$ cat config.mk
export PLATFORM = sky130hd
export DESIGN_NAME = display_scanout_flat
export DESIGN_NICKNAME = d
export VERILOG_FILES = /design/src/rtl/display_scanout_pkg.sv /design/src/rtl/display_scanout_if.sv /design/src/rtl/display_scanout_scan_timing.sv /design/src/rtl/display_scanout.sv /design/src/flat_wrapper.sv
export SDC_FILE = /design/constraint.sdc
export NUM_CORES = 1
export LEC_CHECK = 0
export CORE_MARGIN = 3
export CORE_UTILIZATION = 50
export CTS_CLUSTER_SIZE = 25
export DETAILED_ROUTE_END_ITERATION = 16
export PLACE_DENSITY = 0.79
export SYNTH_ARGS = -nofsm -noshare
export SYNTH_HDL_FRONTEND = slang
export SYNTH_SLANG_ARGS = --single-unit
$ cat constraint.sdc
create_clock -name clk -period 2.55 [get_ports clk]
set_input_delay 0.255 -clock clk [delete_from_list [all_inputs] [get_ports clk]]
set_output_delay 0.255 -clock clk [all_outputs]
set_load 0.01 [all_outputs]
$ cat src/rtl/display_scanout_pkg.sv
// Shared types and helpers for the framebuffer scanout block: pixel word
// layout and raster timing arithmetic.
package display_pkg;

  localparam int FB_ADDR_W          = 24;
  localparam int FB_DATA_W          = 16;
  localparam int FB_PIXEL_RESET_BIT = 15;

  localparam int RGB_R_LSB = 10;
  localparam int RGB_G_LSB = 5;
  localparam int RGB_B_LSB = 0;
  localparam int RGB_CH_W  = 5;

  typedef struct packed {
    logic [RGB_CH_W-1:0] r;
    logic [RGB_CH_W-1:0] g;
    logic [RGB_CH_W-1:0] b;
  } rgb555_t;

  function automatic int h_total(int active, int fp, int sync, int bp);
    return active + fp + sync + bp;
  endfunction

  function automatic int v_total(int active, int fp, int sync, int bp);
    return active + fp + sync + bp;
  endfunction

  // Bit 15 of a framebuffer word carries no colour and is dropped here.
  function automatic rgb555_t to_rgb555(logic [FB_DATA_W-1:0] word);
    return rgb555_t'(15'(word));
  endfunction

endpackage

$ cat src/rtl/display_scanout_if.sv
// Synchronous framebuffer read port: address/strobe out, data back one
// cycle after the strobe.
interface display_scanout_if;
  import display_pkg::*;

  logic [FB_ADDR_W-1:0] fb_addr;
  logic                 fb_re;
  logic [FB_DATA_W-1:0] fb_data;

  modport master (output fb_addr, output fb_re, input fb_data);
  modport slave  (input fb_addr, input fb_re, output fb_data);

endinterface

$ cat src/rtl/display_scanout_scan_timing.sv
// Raster counters and IDLE/SCAN sequencing; produces the stage-0 flags
// that the scanout pipeline delays into video timing.
//
//   state   | meaning
//   --------+--------------------------------------------------------
//   IDLE    | counters held at (0,0), no reads, syncs inactive
//   SCAN    | counters free-running; leaves only at last cycle of frame
module scan_timing
  import display_pkg::*;
#(
  parameter int H_ACTIVE = 160,
  parameter int H_FP     = 8,
  parameter int H_SYNC   = 16,
  parameter int H_BP     = 16,
  parameter int V_ACTIVE = 120,
  parameter int V_FP     = 2,
  parameter int V_SYNC   = 2,
  parameter int V_BP     = 6
) (
  input  logic clk,
  input  logic r,
  input  logic en,
  output logic scan_o,
  output logic active0_o,
  output logic hs0_o,
  output logic vs0_o,
  output logic first0_o,
  output logic frame_last_o
);

  localparam int H_TOTAL = h_total(H_ACTIVE, H_FP, H_SYNC, H_BP);
  localparam int V_TOTAL = v_total(V_ACTIVE, V_FP, V_SYNC, V_BP);
  localparam int HW = (H_TOTAL > 1) ? $clog2(H_TOTAL) : 1;
  localparam int VW = (V_TOTAL > 1) ? $clog2(V_TOTAL) : 1;

  localparam logic [HW-1:0] H_LAST    = HW'(H_TOTAL - 1);
  localparam logic [VW-1:0] V_LAST    = VW'(V_TOTAL - 1);
  localparam logic [HW-1:0] H_ACT_C   = HW'(H_ACTIVE);
  localparam logic [VW-1:0] V_ACT_C   = VW'(V_ACTIVE);
  localparam logic [HW-1:0] HS_FIRST  = HW'(H_ACTIVE + H_FP);
  localparam logic [HW-1:0] HS_LAST   = HW'(H_ACTIVE + H_FP + H_SYNC - 1);
  localparam logic [VW-1:0] VS_FIRST  = VW'(V_ACTIVE + V_FP);
  localparam logic [VW-1:0] VS_LAST   = VW'(V_ACTIVE + V_FP + V_SYNC - 1);

  localparam logic [0:0] ST_IDLE = 1'b0;
  localparam logic [0:0] ST_SCAN = 1'b1;

  logic [0:0]    state_q, state_d;
  logic [HW-1:0] h_cnt_q, h_cnt_d;
  logic [VW-1:0] v_cnt_q, v_cnt_d;

  always_comb begin
    state_d = state_q;
    h_cnt_d = h_cnt_q;
    v_cnt_d = v_cnt_q;
    case (state_q)
      ST_IDLE: begin
        h_cnt_d = '0;
        v_cnt_d = '0;
        if (en) state_d = ST_SCAN;
      end
      default: begin
        if (h_cnt_q == H_LAST) begin
          h_cnt_d = '0;
          if (v_cnt_q == V_LAST) begin
            v_cnt_d = '0;
            // en is only honoured here so a frame is never cut short.
            if (!en) state_d = ST_IDLE;
          end else begin
            v_cnt_d = v_cnt_q + VW'(1);
          end
        end else begin
          h_cnt_d = h_cnt_q + HW'(1);
        end
      end
    endcase
  end

  always_ff @(posedge clk or negedge r) begin
    if (!r) begin
      state_q <= ST_IDLE;
      h_cnt_q <= '0;
      v_cnt_q <= '0;
    end else begin
      state_q <= state_d;
      h_cnt_q <= h_cnt_d;
      v_cnt_q <= v_cnt_d;
    end
  end

  assign scan_o       = (state_q == ST_SCAN);
  assign active0_o    = scan_o && (h_cnt_q < H_ACT_C) && (v_cnt_q < V_ACT_C);
  assign hs0_o        = scan_o && (h_cnt_q >= HS_FIRST) && (h_cnt_q <= HS_LAST);
  assign vs0_o        = scan_o && (v_cnt_q >= VS_FIRST) && (v_cnt_q <= VS_LAST);
  assign first0_o     = scan_o && (h_cnt_q == '0) && (v_cnt_q == '0);
  assign frame_last_o = scan_o && (h_cnt_q == H_LAST) && (v_cnt_q == V_LAST);

endmodule

$ cat src/rtl/display_scanout.sv
// Framebuffer scanout: sequential address generation, synchronous read,
// and a two-stage pipeline that aligns RGB555 with sync/de timing.
module display_scanout
  import display_pkg::*;
#(
  parameter int                   H_ACTIVE = 160,
  parameter int                   H_FP     = 8,
  parameter int                   H_SYNC   = 16,
  parameter int                   H_BP     = 16,
  parameter int                   V_ACTIVE = 120,
  parameter int                   V_FP     = 2,
  parameter int                   V_SYNC   = 2,
  parameter int                   V_BP     = 6,
  parameter logic [FB_ADDR_W-1:0] FB_BASE  = 24'h000000
) (
  input  logic                 clk,
  input  logic                 r,
  input  logic                 en,
  display_scanout_if.master    fb,
  output logic                 hsync,
  output logic                 vsync,
  output logic                 de,
  output logic [RGB_CH_W-1:0]  red,
  output logic [RGB_CH_W-1:0]  green,
  output logic [RGB_CH_W-1:0]  blue,
  output logic                 frame_start
);

  logic scan, active0, hs0, vs0, first0, frame_last;

  scan_timing #(
    .H_ACTIVE (H_ACTIVE),
    .H_FP     (H_FP),
    .H_SYNC   (H_SYNC),
    .H_BP     (H_BP),
    .V_ACTIVE (V_ACTIVE),
    .V_FP     (V_FP),
    .V_SYNC   (V_SYNC),
    .V_BP     (V_BP)
  ) u_timing (
    .clk          (clk),
    .r            (r),
    .en           (en),
    .scan_o       (scan),
    .active0_o    (active0),
    .hs0_o        (hs0),
    .vs0_o        (vs0),
    .first0_o     (first0),
    .frame_last_o (frame_last)
  );

  logic [FB_ADDR_W-1:0] addr_q, addr_d;

  // Reload at the frame's last cycle so every frame starts at FB_BASE.
  always_comb begin
    addr_d = addr_q;
    if (!scan || frame_last) addr_d = FB_BASE;
    else if (active0)        addr_d = addr_q + 24'd1;
  end

  always_ff @(posedge clk or negedge r) begin
    if (!r) addr_q <= FB_BASE;
    else    addr_q <= addr_d;
  end

  assign fb.fb_addr = addr_q;
  assign fb.fb_re   = active0;

  logic valid1_q, hs1_q, vs1_q, first1_q;

  always_ff @(posedge clk or negedge r) begin
    if (!r) begin
      valid1_q <= 1'b0;
      hs1_q    <= 1'b0;
      vs1_q    <= 1'b0;
      first1_q <= 1'b0;
    end else begin
      valid1_q <= active0;
      hs1_q    <= hs0;
      vs1_q    <= vs0;
      first1_q <= first0;
    end
  end

  rgb555_t rgb_q, rgb_d;
  logic    de_q, hsync_q, vsync_q, fs_q;

  assign rgb_d = valid1_q ? to_rgb555(fb.fb_data) : '0;

  always_ff @(posedge clk or negedge r) begin
    if (!r) begin
      rgb_q   <= '0;
      de_q    <= 1'b0;
      hsync_q <= 1'b1;
      vsync_q <= 1'b1;
      fs_q    <= 1'b0;
    end else begin
      rgb_q   <= rgb_d;
      de_q    <= valid1_q;
      hsync_q <= ~hs1_q;
      vsync_q <= ~vs1_q;
      fs_q    <= first1_q;
    end
  end

  assign red         = rgb_q.r;
  assign green       = rgb_q.g;
  assign blue        = rgb_q.b;
  assign de          = de_q;
  assign hsync       = hsync_q;
  assign vsync       = vsync_q;
  assign frame_start = fs_q;

endmodule

$ cat src/flat_wrapper.sv
// flat-port wrapper written by rule: the top's interface ports become plain ports
module display_scanout_flat import display_pkg::*;
#(
  parameter int                   H_ACTIVE = 160,
  parameter int                   H_FP     = 8,
  parameter int                   H_SYNC   = 16,
  parameter int                   H_BP     = 16,
  parameter int                   V_ACTIVE = 120,
  parameter int                   V_FP     = 2,
  parameter int                   V_SYNC   = 2,
  parameter int                   V_BP     = 6,
  parameter logic [FB_ADDR_W-1:0] FB_BASE  = 24'h000000
)
  (clk, r, en, hsync, vsync, de, red, green, blue, frame_start, fb_fb_addr, fb_fb_re, fb_fb_data);
  display_scanout_if fb_i ();
  input  logic clk;
  input  logic r;
  input  logic en;
  output logic hsync;
  output logic vsync;
  output logic de;
  output logic [RGB_CH_W-1:0] red;
  output logic [RGB_CH_W-1:0] green;
  output logic [RGB_CH_W-1:0] blue;
  output logic frame_start;
  output wire logic [$bits(fb_i.fb_addr)-1:0] fb_fb_addr;
  output wire logic [$bits(fb_i.fb_re)-1:0] fb_fb_re;
  input wire logic [$bits(fb_i.fb_data)-1:0] fb_fb_data;
  assign fb_fb_addr = fb_i.fb_addr;
  assign fb_fb_re = fb_i.fb_re;
  assign fb_i.fb_data = fb_fb_data;
  display_scanout #(.H_ACTIVE(H_ACTIVE), .H_FP(H_FP), .H_SYNC(H_SYNC), .H_BP(H_BP), .V_ACTIVE(V_ACTIVE), .V_FP(V_FP), .V_SYNC(V_SYNC), .V_BP(V_BP), .FB_BASE(FB_BASE)) u_core (.clk(clk), .r(r), .en(en), .fb(fb_i), .hsync(hsync), .vsync(vsync), .de(de), .red(red), .green(green), .blue(blue), .frame_start(frame_start));
endmodule
# ---- Yosys cells after proc, flatten, opt, wreduce, memory -nomap -nowiden
# Cells that the tools add are included.
dict set report totals {
  out_inout_bits 44
  in_bits 19
  register_bits 64
  elab_cells 56
}
dict set report op_classes {
  n_eq_ne 3
  n_reduce_logical 15
  addsub 3
  n_lt_le_gt_ge 6
  n_mux 12
  bitwise_logic 2
}
# cell n
set ops {}
lappend ops {{24-bit two-way mux} 2}
lappend ops {{8-bit two-way mux} 5}
lappend ops {{24-bit by 1-bit adder with 24-bit output (second input constant)} 1}
lappend ops {{8-bit by 1-bit adder with 8-bit output (second input constant)} 2}
lappend ops {{8-bit == test (second input constant)} 2}
lappend ops {{8-bit zero test} 2}
lappend ops {{15-bit two-way mux} 1}
lappend ops {{1-bit logical AND} 10}
lappend ops {{8-bit by 7-bit greater-or-equal comparator with 1-bit output (second input constant)} 1}
lappend ops {{8-bit greater-or-equal comparator (second input constant)} 1}
lappend ops {{8-bit by 7-bit <= comparator with 1-bit output (second input constant)} 1}
lappend ops {{8-bit <= comparator (second input constant)} 1}
lappend ops {{8-bit by 7-bit less-than comparator with 1-bit output (second input constant)} 1}
lappend ops {{8-bit less-than comparator (second input constant)} 1}
lappend ops {{1-bit two-way mux} 4}
lappend ops {{2-bit by 1-bit inequality test with 1-bit output (second input constant)} 1}
lappend ops {{1-bit NOT} 2}
lappend ops {{2-bit nonzero test} 1}
lappend ops {{1-bit zero test} 1}
lappend ops {{1-bit logical OR} 1}

# ---- Longest topological paths before layout
# Gate-level depths: netlist of run 1.
dict set report logic_depth {
  depth_word 5
  depth_mapped 7
  depth_no_buf 6
}

# ---- Modules after synthesis
# Synthesis of run 1 repeated with hierarchy kept, for this count alone.
dict set report unflattened {
  hier_cells 274
  area_unflattened_um2 2924.1
}
# module n_inst cells_per_inst seq_area_each_um2 area_per_inst_um2
set modules_own_cells {}
lappend modules_own_cells {display_scanout 1 172 1178.6 1940.6}
lappend modules_own_cells {scan_timing 1 102 425.4 983.4}

# ---- Worst setup path after synthesis of run 1
# Ideal clock, no wire load.
dict set report synth_path {
  path_type {register to register}
  start {register u_core.addr_q[0] (netlist: u_core.fb.fb_addr[0])}
  end {register u_core.addr_q[17] (netlist: u_core.fb.fb_addr[17])}
  slack_ps 697
  t_arrival_ps 1780
  stages_incl_launch_ff 6
  required_ps 2477
  n_path_buf 1
  period_less_slack_ps 1853
  path_cell_list {dfrtp_1 > nand3_1 > or4b_1 > buf_2 > or4_4 > a21oi_2}
}
dict set report synth_via {
  elab_chain_len 3
}
# item line
set synth_rtl {}
lappend synth_rtl {{start, declared} display_scanout.sv:52} ;# logic [FB_ADDR_W-1:0] addr_q, addr_d;
lappend synth_rtl {{start signal, assigned} display_scanout.sv:63} ;# else addr_q <= addr_d;
lappend synth_rtl {{24-bit by 1-bit adder with 24-bit output} display_scanout.sv:58} ;# else if (active0) addr_d = addr_q + 24'd1;
lappend synth_rtl {{24-bit two-way mux} display_scanout.sv:58}
lappend synth_rtl {{24-bit two-way mux} display_scanout.sv:57} ;# if (!scan || frame_last) addr_d = FB_BASE;
# Every way passes these cells. The select of a mux whose other input is x is not followed.
# A chain may end at the register's enable or synchronous reset.

# ---- Worst setup path after layout of run 1
dict set report layout_path {
  start {register u_core.u_timing.h_cnt_q[6]}
  end {output port fb_fb_re}
}
dict set report layout_via {
  elab_chain_len 3
}
# item line
set layout_rtl {}
lappend layout_rtl {{start, declared} display_scanout_scan_timing.sv:49} ;# logic [HW-1:0] h_cnt_q, h_cnt_d;
lappend layout_rtl {{start signal, assigned} display_scanout_scan_timing.sv:86} ;# h_cnt_q <= h_cnt_d;
lappend layout_rtl {{8-bit less-than comparator} display_scanout_scan_timing.sv:92} ;# assign active0_o = scan_o && (h_cnt_q < H_ACT_C) && (v_cnt_q < V_ACT_C);
lappend layout_rtl {{1-bit logical AND (2 in a row)} display_scanout_scan_timing.sv:92}
lappend layout_rtl {{end, declared} flat_wrapper.sv:27} ;# output wire logic [$bits(fb_i.fb_re)-1:0] fb_fb_re;
# Every way passes these cells.

==> results.json, run 1 <==
{
  "status": "complete, no violations",
  "yosysWarnings": 0,
  "final_cell_mix": "dfrtp_1, clkdlybuf4s50_1, nand3_1",
  "worst_setup_hold_path_clk_slew_ns": 0.07,
  "drt_iter0_markers": 129,
  "min_period_ns": 2.35,
  "fin_hold_ws_ns": 0.346,
  "clock_path_buffers": 2,
  "synth_enable_flop_cells": 0,
  "dr.max_layer_used": "met4",
  "grt_max_degree": 24,
  "critical_path.max_fanout": 8,
  "comb_power_share_pct": 4.2,
  "grt-ovfl-total": 0,
  "drt_pre_antenna_iters": 4,
  "max_clock_freq_mhz": 425,
  "asyncSetResetFlopFracSynth_pct": 100,
  "post-route-period-util_pct": 92.3,
  "register_to_register_setup_slack_ns": 0.54,
  "rsz_0062_raised_after_global_routing": "false",
  "critical_path.startpoint_type": "flip-flop",
  "max-slew-margin-rel_pct": 66.3,
  "drive_above_1_share_pct": 8.29,
  "die-width_um": 83.0,
  "setup-violations-final": 0,
  "cellInternalPower_mw": 1.65,
  "rr_endpoint": "u_core.fb.fb_addr[17]",
  "clkSinkCount": 64,
  "area_delta_synth_final_pct": 32.0,
  "crit_path_category": "reg -> out",
  "ios": 63,
  "initial_utilization_pct": 52.9,
  "largest_voltage_drop_on_the_vdd_net_mv": 0.338,
  "finalSetupTns_ns": 0,
  "detailed_routed_wire_length_on_met2_um": 3290,
  "crit_start": "u_core.u_timing.h_cnt_q[6]",
  "power_switching_mw": 0.435,
  "worst_skew_late_latency_ns": 0.35,
  "ys_ff_latch": 64,
  "reg2reg_from": "u_core.fb.fb_addr[0]",
  "io_buffer_count": 61,
  "worst_setup_path_endpoint": "fb_fb_re",
  "route.final.wire_length_um": 6700,
  "antennaDiodeCount": 0,
  "synth_seq_area_share_pct": 54.1,
  "cp_data_arrival_time_ns": 2.10,
  "drc": 0,
  "postRouteAntennaNets": 0,
  "hpwl_um": 4730,
  "grt_pass1_wl_um": 11800,
  "synth_area_um2": 2960,
  "root_buffer": "clkbuf_8",
  "layout.filler_cells": 433,
  "crit_path_cell_trace": "o21ai_2, nand3_1, inv_1, clkdlybuf4s50_1",
  "p_leak_nw": 1.57,
  "cp_slowest_stage_delay_ns": 0.57,
  "postCtsResizedCells": 0,
  "power.share.switching_pct": 20.8,
  "crit_required_ns": 2.30,
  "clockPowerShare_pct": 46.5,
  "timing.critical_path.slowest_stage_cell": "clkdlybuf4s50_1",
  "syn_nets": 312,
  "finalNetCount": 382,
  "worst_case_reg_to_reg_path_depth": 4,
  "pwr_density_cell_nw_per_um2": 534,
  "report.final.slew_viol_count": 0,
  "std_cell_rows": 27,
  "met1Wirelength_um": 3030,
  "layout.cells.most_common": "dfrtp_1",
  "timing.critical_path.depth": 4,
  "cp.buffers_inverters": 2,
  "first_global_vias": 2432,
  "cts_max_level": 3,
  "total_power_mw": 2.09,
  "routedWlPerCell_um": 15.4,
  "floorplan.die_area_um2": 6890,
  "worst-slew-pin-transition_ns": 0.506,
  "die_height_um": 83.0,
  "vias_per_cell": 5.64,
  "postSynthAreaPerCell_um2": 10.3,
  "min_path_type": "reg -> reg",
  "cpLargestDelayFamily": "buffers and inverters",
  "cts_tree": "built",
  "worst_setup_path_end_kind": "output port",
  "core_area_um2": 5610,
  "place_congestion": 0.827,
  "ys.flop_type": "dfrtp_1",
  "cap_viol_max_count": 0,
  "sequentialPowerShare_pct": 49.3,
  "grt.total_usage_pct": 21.0,
  "number_of_hold_slack_violations_in_the_final_timing_report": 0,
  "met3_length_um": 310,
  "synthDistinctLibCells": 41,
  "clock_skew_ns": 0.0107,
  "synthesis.instances": 287,
  "detailroute.via_count": 2448,
  "antenna_found_initial": 0,
  "cts-buffers-inserted": 9
}
[routing by layer]
layer | GRT usage, % | up-vias
met5 | 0 | -
met4 | 6.69 | 0
met3 | 6.75 | 7
met2 | 32.7 | 65
met1 | 27.9 | 1203
li1 | - | 1173
[through the flow]
step	util, %	area [um^2]	setup slack [ns]	instances
after global routing	69.8	3910	0.0949	434
after CTS	69.8	3910	0.193	434
final	69.8	3910	0.196	434
after floorplan	-	2960	0.697	287
after detailed placement	65.6	3680	0.541	417
after global placement	65.6	3680	0.584	417
[how the worst min path moves through the flow]
stage,start,endpoint,slack [ns],cells after the start
floorplan,r,u_core.blue[0],-0.04,0
global placement,r,u_core.u_timing.h_cnt_q[2],0.24,1
detailed placement,r,u_core.u_timing.h_cnt_q[2],0.24,1
CTS,u_core.vs1_q,u_core.vsync,0.35,1
global route,u_core.first1_q,u_core.frame_start,0.36,0
finish,u_core.first1_q,u_core.frame_start,0.35,0
[cell families after synthesis]
| family | after synthesis | synth area share (%) |
|---|---|---|
| flops | 64 | 54.1 |
| fa+ha+maj | 6 | 2.53 |
| mux | 5 | 1.69 |
| compound gates | 41 | 8.15 |
| simple gates | 133 | 26.0 |
| xor+xnor | 15 | 4.43 |
| buf+inv | 23 | 3.12 |
[sequential cells by signal, indices dropped and copies added (netlist names)]
name                     cells
u_core.valid1_q              1
u_core.u_timing.v_cnt_q      8
u_core.de                    1
u_core.hsync                 1
u_core.frame_start           1
u_core.red                   5
u_core.blue                  5
u_core.green                 5
u_core.hs1_q                 1
u_core.u_timing.scan_o       1
u_core.u_timing.h_cnt_q      8
u_core.vs1_q                 1
u_core.fb.fb_addr           24
u_core.first1_q              1
u_core.vsync                 1
[power by group through the flow]
stage | sequential (mW) | clock [mW] | combinational, mW
final | 1.03 | 0.971 | 0.0875
after global routing | 1.03 | 1.05 | 0.0954
after CTS | 1.03 | 0.988 | 0.0901
after detailed placement | 1.05 | 0 | 0.0886
after global placement | 1.05 | 0 | 0.0860
after floorplan | 1.06 | 0 | 0.00825
[cell type report]
cell class,count,area [um^2],share of cell area (%)
inverters,13,48.8,1.25
multi-input cells,200,1270,32.4
clock inverters,5,80.1,2.05
well taps,72,90.1,2.30
clock buffers,11,141,3.61
flip-flops and latches,64,1600,41.0
repair buffers,69,681,17.4
[repair_timing]
| action | 4_1_cts | 5_1_grt |
|---|---|---|
| endpoints found under the hold margin | 20 | 0 |
| buffers inserted | 0 | 0 |
| hold buffers | 1 | 0 |
| endpoints found under the setup margin | 0 | 0 |
[synth_stat cells, types with 2 or more instances]
cell type | number | area, um^2
dfrtp_1 | 62 | 1550
and4_1 | 3 | 26.3
and2_1 | 16 | 100
or3_1 | 8 | 50.1
xor2_1 | 9 | 78.8
mux2i_1 | 5 | 50.1
a21oi_1 | 17 | 85.1
dfstp_2 | 2 | 52.6
nand3_1 | 22 | 110
nand4b_1 | 2 | 17.5
o31ai_1 | 9 | 67.6
nand4_1 | 14 | 87.6
nand2_1 | 12 | 45.0
nor4b_1 | 2 | 17.5
nor3_1 | 7 | 35.0
nand3b_1 | 5 | 37.5
inv_1 | 13 | 48.8
buf_2 | 5 | 25.0
ha_1 | 6 | 75.1
or4_1 | 8 | 60.1
xnor2_1 | 6 | 52.6
o21ai_0 | 9 | 45.0
clkbuf_1 | 4 | 15.0
nor2_1 | 20 | 75.1
and3_1 | 5 | 31.3
[worst reg2reg max path, stage by stage, from the launching register on]
cell and delay, ns:
dfrtp_1 0.44, nand3_1 0.12, or4b_1 0.71, or4_4 0.54, a21oi_2 0.14
Note: power is estimated with default switching activity, not from simulation.
==> run 2: changes to the inputs <==
--- a/config.mk
+++ b/config.mk
@@ -10,6 +10,7 @@
 export CTS_CLUSTER_SIZE = 25
 export DETAILED_ROUTE_END_ITERATION = 16
 export PLACE_DENSITY = 0.79
+export REMOVE_ABC_BUFFERS = 1
 export SYNTH_ARGS = -nofsm -noshare
 export SYNTH_HDL_FRONTEND = slang
 export SYNTH_SLANG_ARGS = --single-unit
==> run 2 against run 1 <==
Against the previous run: non-clock buffer count is the same; die area is the same; largest cell class unchanged; sequential cell count unchanged; combinational power grew 1%; critical path depth stayed put; total power is 4.5% lower; final cell count unchanged.
==> results.json, run 2 (same netlist as run 1, synthesis figures left out) <==
{
  "power_switching_mw": 0.440,
  "vias_per_cell": 5.64,
  "status": "complete, no violations",
  "min_period_ns": 2.28,
  "finalSetupTns_ns": 0,
  "hp-start": "u_core.hs1_q",
  "rsz_0062_raised_after_global_routing": "false",
  "critical_path.max_fanout": 8,
  "grt_max_degree": 35,
  "hpwl_um": 4750,
  "cap_viol_max_count": 0,
  "dp_cells": 417,
  "rr_endpoint": "u_core.fb.fb_addr[17]",
  "setup-violations-final": 0,
  "finalNetCount": 382,
  "critical_path.startpoint_type": "flip-flop",
  "clock_path_buffers": 2,
  "sequentialPowerShare_pct": 51.6,
  "die_height_um": 83.0,
  "final_cell_mix": "dfrtp_1, clkdlybuf4s50_1, nand3_1",
  "routedWlPerCell_um": 15.5,
  "layout.cells.most_common": "dfrtp_1",
  "worst_skew_late_latency_ns": 0.34,
  "crit_path_category": "reg -> out",
  "number_of_hold_slack_violations_in_the_final_timing_report": 0,
  "cts-buffers-inserted": 9,
  "drt_iter0_markers": 140,
  "min_path_type": "reg -> reg",
  "pwr_density_cell_nw_per_um2": 513,
  "register_to_register_setup_slack_ns": 0.56,
  "core_area_um2": 5610,
  "comb_power_share_pct": 4.4,
  "p_leak_nw": 1.56,
  "cts_tree": "built",
  "drive_above_1_share_pct": 8.29,
  "min_path_cells": 1,
  "post-route-period-util_pct": 89.3,
  "grt-ovfl-total": 0,
  "root_buffer": "clkbuf_8",
  "cts_max_level": 3,
  "std_cell_rows": 27,
  "clkSinkCount": 64,
  "layoutNonFillerInstCount": 434,
  "postCtsResizedCells": 0,
  "place_congestion": 0.845,
  "area_delta_synth_final_pct": 31.2,
  "grt_pass1_wl_um": 11500,
  "drt_pre_antenna_iters": 4,
  "floorplan.die_area_um2": 6890,
  "report.final.slew_viol_count": 0,
  "grt.total_usage_pct": 20.5,
  "drc": 0,
  "postRouteAntennaNets": 0,
  "route.final.wire_length_um": 6730,
  "first_global_vias": 2305,
  "cp_data_arrival_time_ns": 2.02,
  "die-width_um": 83.0,
  "layout.filler_cells": 429,
  "clockPowerShare_pct": 44.0,
  "largest_voltage_drop_on_the_vdd_net_mv": 0.261,
  "reg2reg_from": "u_core.fb.fb_addr[8]",
  "power.share.switching_pct": 22.0,
  "max_clock_freq_mhz": 439,
  "detailroute.via_count": 2448,
  "antennaDiodeCount": 0,
  "worst_case_reg_to_reg_path_depth": 4,
  "worst_setup_path_end_kind": "output port",
  "ios": 63,
  "max-slew-margin-rel_pct": 52.3,
  "cellInternalPower_mw": 1.56,
  "crit_required_ns": 2.30,
  "initial_utilization_pct": 52.9,
  "number_of_flip_flops_in_the_largest_register": 24,
  "clock_skew_ns": 0.00939,
  "antenna_found_initial": 0,
  "worst-slew-pin-transition_ns": 0.715,
  "io_buffer_count": 61,
  "worst_setup_hold_path_clk_slew_ns": 0.07,
  "total_power_mw": 2.00,
  "whs_endpoint": "u_core.hsync"
}
[run 2: cell count changes in the layout (fill, tap and decap cells not counted), sizes merged]
cell | previous run | this run
bufinv | 2 | 1
clkinvlp | 2 | 3
[run 2: power groups by stage]
stage | logic (mW) | registers [mW] | clock network [mW]
finish | 0.0884 | 1.03 | 0.877
global route | 0.0968 | 1.03 | 0.945
CTS | 0.0911 | 1.03 | 0.892
detailed placement | 0.0894 | 1.05 | 0
global placement | 0.0876 | 1.05 | 0
floorplan | 0.00825 | 1.06 | 0
[run 2: cell type report]
class                   count  area (um^2)  share of cell area [%]
clock buffers              11          141                    3.63
clock inverters             5         57.6                    1.48
inverters                  13         48.8                    1.25
multi-input cells         200         1270                    32.6
flip-flops and latches     64         1600                    41.2
well taps                  72         90.1                    2.32
repair buffers             69          681                    17.5
[run 2: routing by layer]
| layer | up-vias | wire [um] | GRT usage (%) |
|---|---|---|---|
| li1 | 1175 | - | - |
| met1 | 1180 | 3060 | 28.9 |
| met2 | 82 | 3230 | 31.0 |
| met3 | 11 | 346 | 4.56 |
| met4 | 0 | 95 | 7.73 |
| met5 | - | 0 | 0 |
[run 2: what timing repair did]
item	CTS	global route
buffers inserted	0	0
hold buffers	1	0
endpoints found under the hold margin	30	0
[run 2: how the worst max path moves through the flow]
stage	from	end	slack (ns)	cells past startpoint
2_1_floorplan	u_core.u_timing.v_cnt_q[4]	u_core.fb.fb_addr[17]	0.55	4
3_3_place_gp	u_core.fb.fb_addr[10]	u_core.fb.fb_addr[17]	0.60	4
3_5_place_dp	u_core.fb.fb_addr[10]	u_core.fb.fb_addr[17]	0.57	4
4_1_cts	u_core.u_timing.h_cnt_q[6]	fb_fb_re	0.25	4
5_1_grt	u_core.u_timing.h_cnt_q[6]	fb_fb_re	0.14	4
6_report	u_core.u_timing.h_cnt_q[6]	fb_fb_re	0.27	4
[run 2: critical path: stages (launching register included)]
cell and delay [ns]:
dfrtp_1 0.47, o21ai_2 0.34, nand3_1 0.21, inv_1 0.13
clkdlybuf4s50_1 0.55
[run 2: through the flow]
step | instance area, um^2 | util, % | hold slack, ns | worst slack [ns]
CTS | 3890 | 69.4 | 0.352 | 0.245
global route | 3890 | 69.4 | 0.361 | 0.144
global placement | 3680 | 65.6 | 0.332 | 0.601
detailed placement | 3680 | 65.6 | 0.336 | 0.569
floorplan | 2920 | - | -0.0406 | 0.548
finish | 3890 | 69.4 | 0.350 | 0.272
==> run 3: changes to the inputs <==
--- a/config.mk
+++ b/config.mk
@@ -6,10 +6,10 @@
 export NUM_CORES = 1
 export LEC_CHECK = 0
 export CORE_MARGIN = 3
-export CORE_UTILIZATION = 50
+export CORE_UTILIZATION = 51
 export CTS_CLUSTER_SIZE = 25
 export DETAILED_ROUTE_END_ITERATION = 16
-export PLACE_DENSITY = 0.79
+export PLACE_DENSITY = 0.8
 export REMOVE_ABC_BUFFERS = 1
 export SYNTH_ARGS = -nofsm -noshare
 export SYNTH_HDL_FRONTEND = slang
==> run 3 against run 2 <==
Against the previous run: fmax fell by 2.3%; cell area rose by 0.84%; utilization rose by 1.0 points; critical path depth did not move; sequential cell count did not move; total power rose by 8.2%; critical endpoint unchanged.
==> results.json, run 3 (same netlist as run 1, synthesis figures left out) <==
{
  "antenna_found_initial": 0,
  "fin_hold_ws_ns": 0.345,
  "clkSinkCount": 64,
  "setup-violations-final": 0,
  "finalSetupTns_ns": 0,
  "pre_cts_ws_ns": 0.567,
  "cts_max_level": 3,
  "cp_data_arrival_time_ns": 2.08,
  "layout.cells.most_common": "dfrtp_1",
  "place_congestion": 0.782,
  "post-route-period-util_pct": 91.4,
  "hp-start": "u_core.vs1_q",
  "grt_pass1_wl_um": 11000,
  "critical_path.max_fanout": 8,
  "die-width_um": 82.2,
  "drc": 0,
  "vias_per_cell": 5.69,
  "comb_power_share_pct": 4.0,
  "hpwl_um": 4600,
  "area_delta_synth_final_pct": 32.3,
  "seqCellArea_um2": 1600,
  "postCtsResizedCells": 0,
  "p_leak_nw": 1.57,
  "worst_setup_path_end_kind": "output port",
  "routedWlPerCell_um": 15.4,
  "finalNetCount": 383,
  "std_cell_rows": 27,
  "dp_cells": 418,
  "number_of_hold_slack_violations_in_the_final_timing_report": 0,
  "postRouteAntennaNets": 0,
  "cellInternalPower_mw": 1.73,
  "multiInputGateArea_um2": 1270,
  "pwr_density_cell_nw_per_um2": 550,
  "cts_tree": "built",
  "sequentialPowerShare_pct": 47.7,
  "final_cell_mix": "dfrtp_1, clkdlybuf4s50_1, nand3_1",
  "max-slew-margin-rel_pct": 58.9,
  "status": "complete, no violations",
  "layoutNonFillerInstCount": 435,
  "io_buffer_count": 61,
  "reg2reg_from": "u_core.fb.fb_addr[10]",
  "total_power_mw": 2.16,
  "drt_iter0_markers": 147,
  "crit_path_category": "reg -> out",
  "root_buffer": "clkbuf_8",
  "initial_utilization_pct": 53.2,
  "cap_viol_max_count": 0,
  "final_util_pct": 70.4,
  "report.final.slew_viol_count": 0,
  "grt-ovfl-total": 0,
  "power.share.switching_pct": 20.0,
  "clock_skew_ns": 0.00812,
  "grt_max_degree": 29,
  "post_cts.repair.setup_buffers": 0,
  "worst-slew-pin-transition_ns": 0.617,
  "min_path_type": "reg -> reg",
  "drt_pre_antenna_iters": 4,
  "detailroute.via_count": 2473,
  "cts-buffers-inserted": 9,
  "max_clock_freq_mhz": 429,
  "crit_required_ns": 2.30,
  "clockPowerShare_pct": 48.3,
  "postCtsHoldBufs": 1,
  "grt.total_usage_pct": 21.9,
  "clock_path_buffers": 2,
  "power_switching_mw": 0.431,
  "largest_voltage_drop_on_the_vdd_net_mv": 0.438,
  "drive_above_1_share_pct": 8.26,
  "crit_start": "u_core.u_timing.h_cnt_q[6]",
  "core_area_um2": 5570,
  "min_period_ns": 2.33,
  "ios": 63,
  "first_global_vias": 2345,
  "critical_path.startpoint_type": "flip-flop",
  "rsz_0062_raised_after_global_routing": "false",
  "floorplan.die_area_um2": 6760,
  "route.final.wire_length_um": 6710,
  "layout.filler_cells": 437,
  "worst_skew_late_latency_ns": 0.34,
  "worst_setup_hold_path_clk_slew_ns": 0.07,
  "number_of_flip_flops_in_the_largest_register": 24,
  "finalInstanceArea_um2": 3920,
  "antennaDiodeCount": 0,
  "die_height_um": 82.2,
  "placement.cell_area_um2": 3680,
  "final_critical_path_setup_slack_ns": 0.219
}
==> run 3: power by group through the flow <==
stage / registers, mW / logic [mW] / clock network (mW)
finish: 1.03 / 0.0867 / 1.04
global route: 1.03 / 0.0952 / 1.10
detailed placement: 1.05 / 0.0875 / 0
CTS: 1.03 / 0.0890 / 1.06
floorplan: 1.06 / 0.00825 / 0
global placement: 1.05 / 0.0859 / 0
==> run 3: final timing paths <==
kind / end / slack (ns) / cells past startpoint
setup / recovery: fb_fb_re / 0.22 / 4
setup reg to reg: u_core.fb.fb_addr[17] / 0.55 / 4
min in group asynchronous: u_core.frame_start / 0.45 / 2
hold / removal: u_core.vsync / 0.35 / 1
max in group asynchronous: u_core.fb.fb_addr[13] / 1.38 / 3
hold reg to reg: u_core.vsync / 0.35 / 1
==> run 3: layer usage <==
layer / track usage, % / part of all wire [%] / vias to the layer above
li1: - / - / 1179
met1: 28.3 / 43 / 1185
met2: 34.5 / 48 / 93
met3: 4.56 / 6.0 / 16
met4: 11.6 / 2.4 / 0
met5: 0 / 0 / -
==> run 3: worst max-delay path, stage by stage (launching register included) <==
cell and delay [ns]:
dfrtp_1 0.47, o21ai_2 0.35, nand3_1 0.22, inv_1 0.14, clkdlybuf4s50_1 0.54
==> run 3: layout make-up <==
cell class	instances	share of cell area, %
Clock inverter	5	2.68
Clock buffer	11	3.35
Sequential cell	64	40.9
Timing Repair Buffer	70	17.2
Multi-Input combinational cell	200	32.3
Tap cell	72	2.30
Inverter	13	1.24
